<file path="src/rtl/ads8556_frame_packer.sv">
// -----------------------------------------------------------------------------
// ads8556_frame_packer
//
// Captures each six-channel ADS8556 sample set into a frame FIFO and serialises
// the stored frames onto a 32-bit AXI4-Stream master. Frames that arrive while
// the FIFO is full are dropped and counted.
//
// Each FIFO entry is {seq, ch5, ch4, ch3, ch2, ch1, ch0} (112 bits). The 16-bit
// seq advances on every enabled strobe, stored or dropped, so gaps in seq show
// where frames were lost.
//
// Compile-time option:
//   CH_HDR_EN  defined   : 4-word frames {SYNC_WORD,seq},{ch1,ch0},{ch3,ch2},{ch5,ch4}
//              undefined : 3-word frames {ch1,ch0},{ch3,ch2},{ch5,ch4}
//
// Parameters:
//   FIFO_AW    log2 of FIFO depth in frames (1..8)
//   SYNC_WORD  header marker, only transmitted with CH_HDR_EN
//
// Ports:
//   clk, rst_n            clock, asynchronous active-low reset
//   data_ch0..data_ch5    converted samples, valid when data_valid=1
//   data_valid            one-cycle strobe for a complete sample set
//   enable                level-sensitive capture enable
//   m_axis_tdata/tvalid/tready/tlast   AXI4-Stream master
//   ovf_cnt               saturating count of dropped frames
//   fifo_level            frames stored, excluding the frame in flight
// -----------------------------------------------------------------------------
module ads8556_frame_packer #(
   parameter int          FIFO_AW   = 4,
   parameter logic [15:0] SYNC_WORD = 16'hA5C3
) (
   input  logic               clk,
   input  logic               rst_n,
   input  logic [15:0]        data_ch0,
   input  logic [15:0]        data_ch1,
   input  logic [15:0]        data_ch2,
   input  logic [15:0]        data_ch3,
   input  logic [15:0]        data_ch4,
   input  logic [15:0]        data_ch5,
   input  logic               data_valid,
   input  logic               enable,
   output logic [31:0]        m_axis_tdata,
   output logic               m_axis_tvalid,
   input  logic               m_axis_tready,
   output logic               m_axis_tlast,
   output logic [15:0]        ovf_cnt,
   output logic [FIFO_AW:0]   fifo_level
);

`ifdef CH_HDR_EN
   localparam logic [1:0] LAST_IDX = 2'd3;
`else
   localparam logic [1:0] LAST_IDX = 2'd2;
`endif
   localparam int               DEPTH   = 1 << FIFO_AW;
   localparam logic [FIFO_AW:0]   LVL_ONE = 1;
   localparam logic [FIFO_AW-1:0] PTR_ONE = 1;

   typedef enum logic {IDLE, SEND} state_t;

   state_t              state;
   logic [111:0]        mem [DEPTH];
   logic [FIFO_AW-1:0]  wr_ptr;
   logic [FIFO_AW-1:0]  rd_ptr;
   logic [15:0]         seq;
   logic [111:0]        head;
   logic [95:0]         frame;      // channel payload of the frame in flight
   logic [1:0]          widx;
   logic [31:0]         head_w0;
   logic [31:0]         next_w;     // word widx+1 of the frame in flight

   logic strobe, fifo_full, fifo_empty, push, pop, hs, last_hs;

   // Full is decided on the level before any same-edge pop, so a strobe that
   // meets a full FIFO is dropped even if the output stage pops on that edge.
   assign fifo_full  = fifo_level[FIFO_AW];
   assign fifo_empty = (fifo_level == '0);
   assign strobe     = data_valid & enable;
   assign push       = strobe & ~fifo_full;
   assign hs         = m_axis_tvalid & m_axis_tready;
   assign last_hs    = hs & (widx == LAST_IDX);
   // Pop when idle, or on the final handshake so the next frame follows with
   // no bubble.
   assign pop        = ~fifo_empty & ((state == IDLE) | last_hs);
   assign head       = mem[rd_ptr];

`ifdef CH_HDR_EN
   assign head_w0 = {SYNC_WORD, head[111:96]};

   always_comb begin
      next_w = frame[95:64];
      case (widx)
         2'd0:    next_w = frame[31:0];
         2'd1:    next_w = frame[63:32];
         default: next_w = frame[95:64];
      endcase
   end
`else
   // Word 0 is launched straight from the FIFO head; seq and the sync marker
   // are not transmitted in this build.
   logic unused_bits;
   assign unused_bits = ^{frame[31:0], head[111:96], SYNC_WORD};
   assign head_w0     = head[31:0];

   always_comb begin
      next_w = frame[95:64];
      case (widx)
         2'd0:    next_w = frame[63:32];
         default: next_w = frame[95:64];
      endcase
   end
`endif

   // NOTE: the storage array has no reset; resetting the pointers and level
   // is enough to discard its contents, and it lets the array map to RAM.
   always_ff @(posedge clk) begin
      if (push)
         mem[wr_ptr] <= {seq, data_ch5, data_ch4, data_ch3, data_ch2, data_ch1, data_ch0};
   end

   // NOTE: all state registers use non-blocking assignments so every block
   // sees pre-edge values of the others.
   always_ff @(posedge clk or negedge rst_n) begin
      if (!rst_n) begin
         wr_ptr     <= '0;
         rd_ptr     <= '0;
         fifo_level <= '0;
         seq        <= '0;
         ovf_cnt    <= '0;
      end else begin
         if (strobe) begin
            seq <= seq + 16'd1;
            if (fifo_full && (ovf_cnt != 16'hFFFF))
               ovf_cnt <= ovf_cnt + 16'd1;
         end
         if (push)
            wr_ptr <= wr_ptr + PTR_ONE;
         if (pop)
            rd_ptr <= rd_ptr + PTR_ONE;
         case ({push, pop})
            2'b10:   fifo_level <= fifo_level + LVL_ONE;
            2'b01:   fifo_level <= fifo_level - LVL_ONE;
            default: fifo_level <= fifo_level;
         endcase
      end
   end

   // Output FSM: all stream outputs are registered, so tvalid never depends
   // combinationally on tready and the word holds while stalled.
   always_ff @(posedge clk or negedge rst_n) begin
      if (!rst_n) begin
         state         <= IDLE;
         widx          <= '0;
         frame         <= '0;
         m_axis_tdata  <= '0;
         m_axis_tvalid <= 1'b0;
         m_axis_tlast  <= 1'b0;
      end else begin
         case (state)
            IDLE: begin
               if (pop) begin
                  state         <= SEND;
                  frame         <= head[95:0];
                  widx          <= '0;
                  m_axis_tdata  <= head_w0;
                  m_axis_tvalid <= 1'b1;
                  m_axis_tlast  <= 1'b0;
               end
            end
            SEND: begin
               if (last_hs) begin
                  if (pop) begin
                     frame        <= head[95:0];
                     widx         <= '0;
                     m_axis_tdata <= head_w0;
                     m_axis_tlast <= 1'b0;
                  end else begin
                     state         <= IDLE;
                     widx          <= '0;
                     m_axis_tvalid <= 1'b0;
                     m_axis_tlast  <= 1'b0;
                  end
               end else if (hs) begin
                  widx         <= widx + 2'd1;
                  m_axis_tdata <= next_w;
                  m_axis_tlast <= ((widx + 2'd1) == LAST_IDX);
               end
            end
            default: state <= IDLE;
         endcase
      end
   end

endmodule

</file>
<file path="config.mk">
export PLATFORM = sky130hd
export DESIGN_NAME = ads8556_frame_packer
export DESIGN_NICKNAME = d
export VERILOG_FILES = /design/src/rtl/ads8556_frame_packer.sv
export SDC_FILE = /design/constraint.sdc
export NUM_CORES = 2
export LEC_CHECK = 0
export ABC_CLOCK_PERIOD_IN_PS = 20400
export CORE_ASPECT_RATIO = 0.6
export CORE_UTILIZATION = 35
export CTS_CLUSTER_SIZE = 10
export DETAILED_ROUTE_END_ITERATION = 16
export GPL_TIMING_DRIVEN = 0
export PLACE_DENSITY = 0.49
export RECOVER_POWER = 50
export SYNTH_ARGS = -nofsm -noshare
export SYNTH_HDL_FRONTEND = slang
export SYNTH_SLANG_ARGS = --single-unit
</file>
<file path="constraint.sdc">
create_clock -name clk -period 20.4 [get_ports clk]
set_input_delay 4.08 -clock clk [delete_from_list [all_inputs] [get_ports clk]]
set_output_delay 4.08 -clock clk [all_outputs]
set_load 0.005 [all_outputs]
</file>
---- After elaboration in Yosys (flattened, before gate mapping) ----
Memory sizes are Yosys's and may differ from the RTL's.
Index checks and enable logic that the tools add are counted.
word-level totals
  bits of input ports ..................... 101
  word-level logic and storage cells ...... 70
  register bits after elaboration ......... 178
  RAM bits ................................ 1,792
  memories kept ........................... 1
memories
  name  words  width  read ports  clocked after memory_dff  write ports  RTL line  text
  mem   16     112    1           0                         1            63        logic [111:0] mem [DEPTH];
cells by class
  muxes and demuxes ....................... 26
  add/sub/neg operators ................... 7
  reductions and logical operators ........ 7
  equality and inequality tests ........... 9
  bitwise operators ....................... 9
operators with widths
  cell                                                    count
  2-to-1 mux 96 bit                                       2
  one-hot mux 96 bit (2 select lines)                     1
  2-to-1 mux 32 bit                                       4
  one-hot mux 32 bit (2 select lines)                     1
  adder 16 x 1 -> 16 bit (second input constant)          2
  inequality test 16 bit (second input constant)          1
  2-to-1 mux 1 bit                                        10
  one-hot mux 5 bit (2 select lines)                      1
  adder 4 x 1 -> 4 bit (second input constant)            2
  == test 2 bit (second input constant)                   3
  2-to-1 mux 2 bit                                        3
  one-hot mux 1 bit (2 select lines)                      3
  adder 5 x 1 -> 5 bit (second input constant)            1
  bitwise AND 1 bit                                       5
  logical NOT 5 bit                                       1
  subtractor 5 x 1 -> 5 bit (second input constant)       1
  inequality test 2 bit (second input constant)           2
  one-hot mux 2 bit (2 select lines)                      1
  AND reduction 2 bit                                     2
  inequality test 3 x 1 -> 1 bit (second input constant)  1
  NOT 1 bit                                               3
  AND reduction 3 bit                                     1
  adder 2 x 1 -> 2 bit (second input constant)            1
  == test 2 x 1 -> 1 bit (second input constant)          1
  5 further kinds                                         5

---- Logic depth before layout (Yosys ltp) ----
  word-level depth ........................ 7
  mapped depth ............................ 13
  gate-level depth less buffers ........... 12

---- Worst setup path after synthesis ----
Ideal clock, no wire load.
  path type ............................... input to register
  start ................................... input port data_valid
  end ..................................... memory mem[3][0], enable pin
  arrival time ............................ 11.178 ns
  data required time ...................... 19.732 ns
  path slack .............................. 8.554 ns
  stages on the path ...................... 4
  path through ............................ nand2_1 nor2_1 nand2_1 nor3_1
on the way
  word-level cells in the longest chain between the ends .. 4
RTL lines
  item                                    RTL line  text
  from (decl)                             41        input logic data_valid,
  bitwise AND 1 bit                       79        assign strobe = data_valid & enable;
  bitwise AND 1 bit                       80        assign push = strobe & ~fifo_full;
  2-to-1 mux 1 bit                        118       if (push)
  2-to-1 mux 1 bit (not written as such)  119       mem[wr_ptr] <= {seq, data_ch5, data_ch4, data_ch3, data_ch2, data_ch1, data_ch0};
  to (decl)                               63
Every way passes these cells.

==> Flow_metrics.wiki <==
{| class="wikitable"
! Metric !! Value
|-
| CTS sink count || 1,666
|-
| Post-CTS setup buffer count || 0
|-
| Final Setup Violations || 0
|-
| Power density of the placed cells || 128 nW/um2
|-
| Outcome || finished, violations left
|-
| Leakage power || 0.0241 uW
|-
| Gate Count Post-Synth || 3,049
|-
| Hold path start || frame[69]
|-
| Port Buffer Count || 155
|-
| Cells on Worst Hold Path || 2
|-
| Reg2Reg Depth || 13
|-
| Vias per cell || 5.36
|-
| Critical Path Max Stage Delay || 3.94 ns
|-
| Clock tree from TritonCTS || yes
|-
| Post-route total power || 9810 uW
|-
| CTS Root Cell || sky130_fd_sc_hd__clkbuf_16
|-
| Most frequent cells in the layout || sky130_fd_sc_hd__edfxtp_1 (1,536), sky130_fd_sc_hd__mux4_2 (352), sky130_fd_sc_hd__nand2_1 (224)
|-
| Sequential area share after synthesis || 0.769
|-
| DRC marker count from the first detailed-route iteration || 3,993
|-
| Total track usage || 0.198
|-
| Count of buffering cells on the critical path with inverters included || 2
|-
| Crit share post-route || 0.543
|-
| Fin. Hold Viols || 0
|-
| Placed wire-length estimate || 124,000 um
|-
| Final Instance Count excl. Fillers || 6,135
|-
| Ordered list of cells on the worst path || clkbuf_1, clkbuf_1
|-
| Die boundary width || 555 um
|-
| Routed Antenna Nets || 0
|-
| Failing checks || max-capacitance violations, max-slew violations
|-
| Floorplan Core Area || 182,000 um2
|-
| Global route overflow || 0
|-
| Startpoint types || primary input
|-
| Wirelength, routed || 184,000 um
|-
| Total standard cell area after synthesis || 64,200 um2
|-
| Origin of the critical flop-to-flop path || fifo_level[2]
|-
| Capture point of the worst reg-to-reg path || fifo_level[4]
|-
| Maximum root-to-sink buffer count || 4
|-
| Maximum number of pins on one net before global-route repair || 82
|-
| Initial antenna violation count || 32
|-
| TritonCTS Buffers || 192
|-
| Insertion delay of the later-clocked pin in the worst-skew pair || 0.82 ns
|-
| Maximum ir drop on the vdd rail || 0.0000717 V
|-
| CTS H-Tree Depth || 4
|-
| Via count of the first global-routing pass || 32,591
|-
| Hold Path Sink || frame[69]
|-
| Number of remaining DRC errors || 0
|-
| Prevailing post-synth register cell || sky130_fd_sc_hd__edfxtp_1
|-
| Starting density of the core || 0.353
|-
| Number of gates resized after CTS || 0
|-
| Post-synth ARST share || 0.0780
|-
| Fin. max-slew vios || 133
|-
| Crit. End Element || async pin
|-
| Total number of yosys warnings || 0
|-
| Clock input transition at the sequential cells of the worst setup and hold paths || 0.06 ns
|-
| Row count || 121
|-
| Arr. time, crit path || 11.08 ns
|-
| Filler Cells Inserted || 15,861
|-
| Pin slew with the least headroom to its limit || 5.94 ns
|-
| Number of top-level pins || 156
|-
| First-pass GRT wire length || 259,000 um
|-
| Leading cell type in the layout, fill and taps excluded || sky130_fd_sc_hd__edfxtp_1
|-
| Setup slack of the most critical reg-to-reg path || 15.67 ns
|-
| Drt first pass iters || 5
|-
| Count of cell types in the netlist || 56
|-
| Number of violations of the max-capacitance limit || 2
|-
| CTS hold repair buffers || 0
|-
| Setup slack after layout || 9.33 ns
|-
| Final #Nets || 3,630
|-
| Required time of the critical path || 20.41 ns
|-
| Category of cells accounting for the largest share of critical-path delay || buffers and inverters
|-
| Area grow syn2layout || 19.0%
|-
| Type of the worst setup path || primary input to async pin
|-
| DIE AREA || 185,000 um2
|-
| Fraction of layout instances using a drive strength above 1 || 0.227
|-
| Highest clock frequency the design can meet || 90.3 MHz
|-
| Slowest stage cell, crit path || sky130_fd_sc_hd__clkbuf_1
|-
| CP dominant cell by count || sky130_fd_sc_hd__clkbuf_1
|-
| Final worst path period need || 11.07 ns
|-
| Pre-CTS setup slack || 12.47 ns
|-
| WL/cell || 30.0 um
|-
| Total nets after synthesis || 3,159
|-
| Flops & latches, synth || 1,666
|-
| Inst Count DP || 5,786
|-
| Highest fanout seen on the critical path || 81
|-
| Path class of the lowest-slack min-delay path || flop to flop
|-
| RSZ-0062 raised after global routing || no
|-
| Average instance area after synthesis || 21.1 um2
|-
| Number of vias in the routed layout || 32,876
|-
| Clock skew after layout || 0.0543 ns
|-
| Count of flip-flops with a built-in enable after synthesis || 1,536
|-
| Slew margin rel. || -2.96
|-
| Routability cong. || 0.751
|-
| Vertical die dimension || 334 um
|}
==> registers in the layout, summed over array words and instances (netlist names) <==
register and count:
m_axis_tdata 32, wr_ptr 4, fifo_level 5, widx 2, state 1, m_axis_tvalid 1, frame 64, mem 1536
ovf_cnt 16, m_axis_tlast 1, rd_ptr 4
==> how the worst max path moves through the flow <==
stage,from,end,slack [ns],cells past startpoint
CTS,enable,mem[2][40],13.29,12
global route,rst_n,frame[95],8.20,2
floorplan,data_valid,mem[3][0],8.55,4
global placement,data_valid,mem[3][40],-2.35,5
finish,rst_n,frame[88],9.33,2
detailed placement,enable,mem[2][40],12.47,12
==> per-stage QoR <==
| stage | instance area [um2] | hold slack (ns) | TNS, ns | util |
|---|---|---|---|---|
| after global placement | 68900 | 0.468 | -798.26 | 0.379 |
| after global routing | 76400 | 0.516 | 0 | 0.420 |
| after detailed placement | 71000 | 0.477 | 0 | 0.391 |
| after floorplan | 64200 | 0.456 | 0 | - |
| final | 76400 | 0.493 | 0 | 0.420 |
| after CTS | 76500 | 0.494 | 0 | 0.421 |
==> kinds of logic (layout without fill, tap and decap cells) <==
family	count (synthesis)	in the layout	synth area share
AOI/OAI and AO/OA	265	265	0.0326
xor gates and xnor gates	25	25	0.00341
adders and majority gates	9	9	0.00175
buffers and inverters	180	799	0.0166
DFF	1666	1666	0.769
muxes	528	528	0.151
other	0	7	0
and+or+nand+nor	376	376	0.0260
==> final cells by class <==
cell class	count	area (um2)	area share
Buffer	173	1030	0.0135
Antenna cell	7	17.5	0.000229
Sequential cell	1666	49400	0.646
Clock inverter	4	50.0	0.000655
Inverter	7	27.5	0.000360
Clock buffer	338	5420	0.0709
Timing Repair Buffer	277	3540	0.0463
Tap cell	2460	3080	0.0403
Multi-Input combinational cell	1203	13900	0.182
==> synthesized netlist by cell type, types with 41 or more instances <==
cell / count / share of area
sky130_fd_sc_hd__a211oi_1: 55 / 0.0064
sky130_fd_sc_hd__a21oi_1: 41 / 0.0032
sky130_fd_sc_hd__buf_2: 43 / 0.0034
sky130_fd_sc_hd__clkbuf_1: 54 / 0.0032
sky130_fd_sc_hd__dfrtp_1: 130 / 0.051
sky130_fd_sc_hd__edfxtp_1: 1536 / 0.72
sky130_fd_sc_hd__mux2i_1: 167 / 0.026
sky130_fd_sc_hd__mux4_2: 352 / 0.12
sky130_fd_sc_hd__nand2_1: 223 / 0.013
sky130_fd_sc_hd__nand3_1: 41 / 0.0032
sky130_fd_sc_hd__nor2_1: 44 / 0.0026
==> power by group <==
part           internal [uW]  switching [uW]
clock                   1780            1330
combinational           1060            1440
sequential              3960             230
==> metal layers <==
| metal | wire length, um | part of all wire | global-route usage | vias to the layer above |
|---|---|---|---|---|
| met4 | 2550 | 0.014 | 0.0348 | 6 |
| met3 | 17800 | 0.097 | 0.0575 | 224 |
| li1 | - | - | - | 13608 |
| met1 | 89400 | 0.49 | 0.317 | 17667 |
| met2 | 74500 | 0.40 | 0.266 | 1371 |
| met5 | 35 | 0.00019 | 0 | - |
Note: power is estimated with default switching activity, not from simulation.
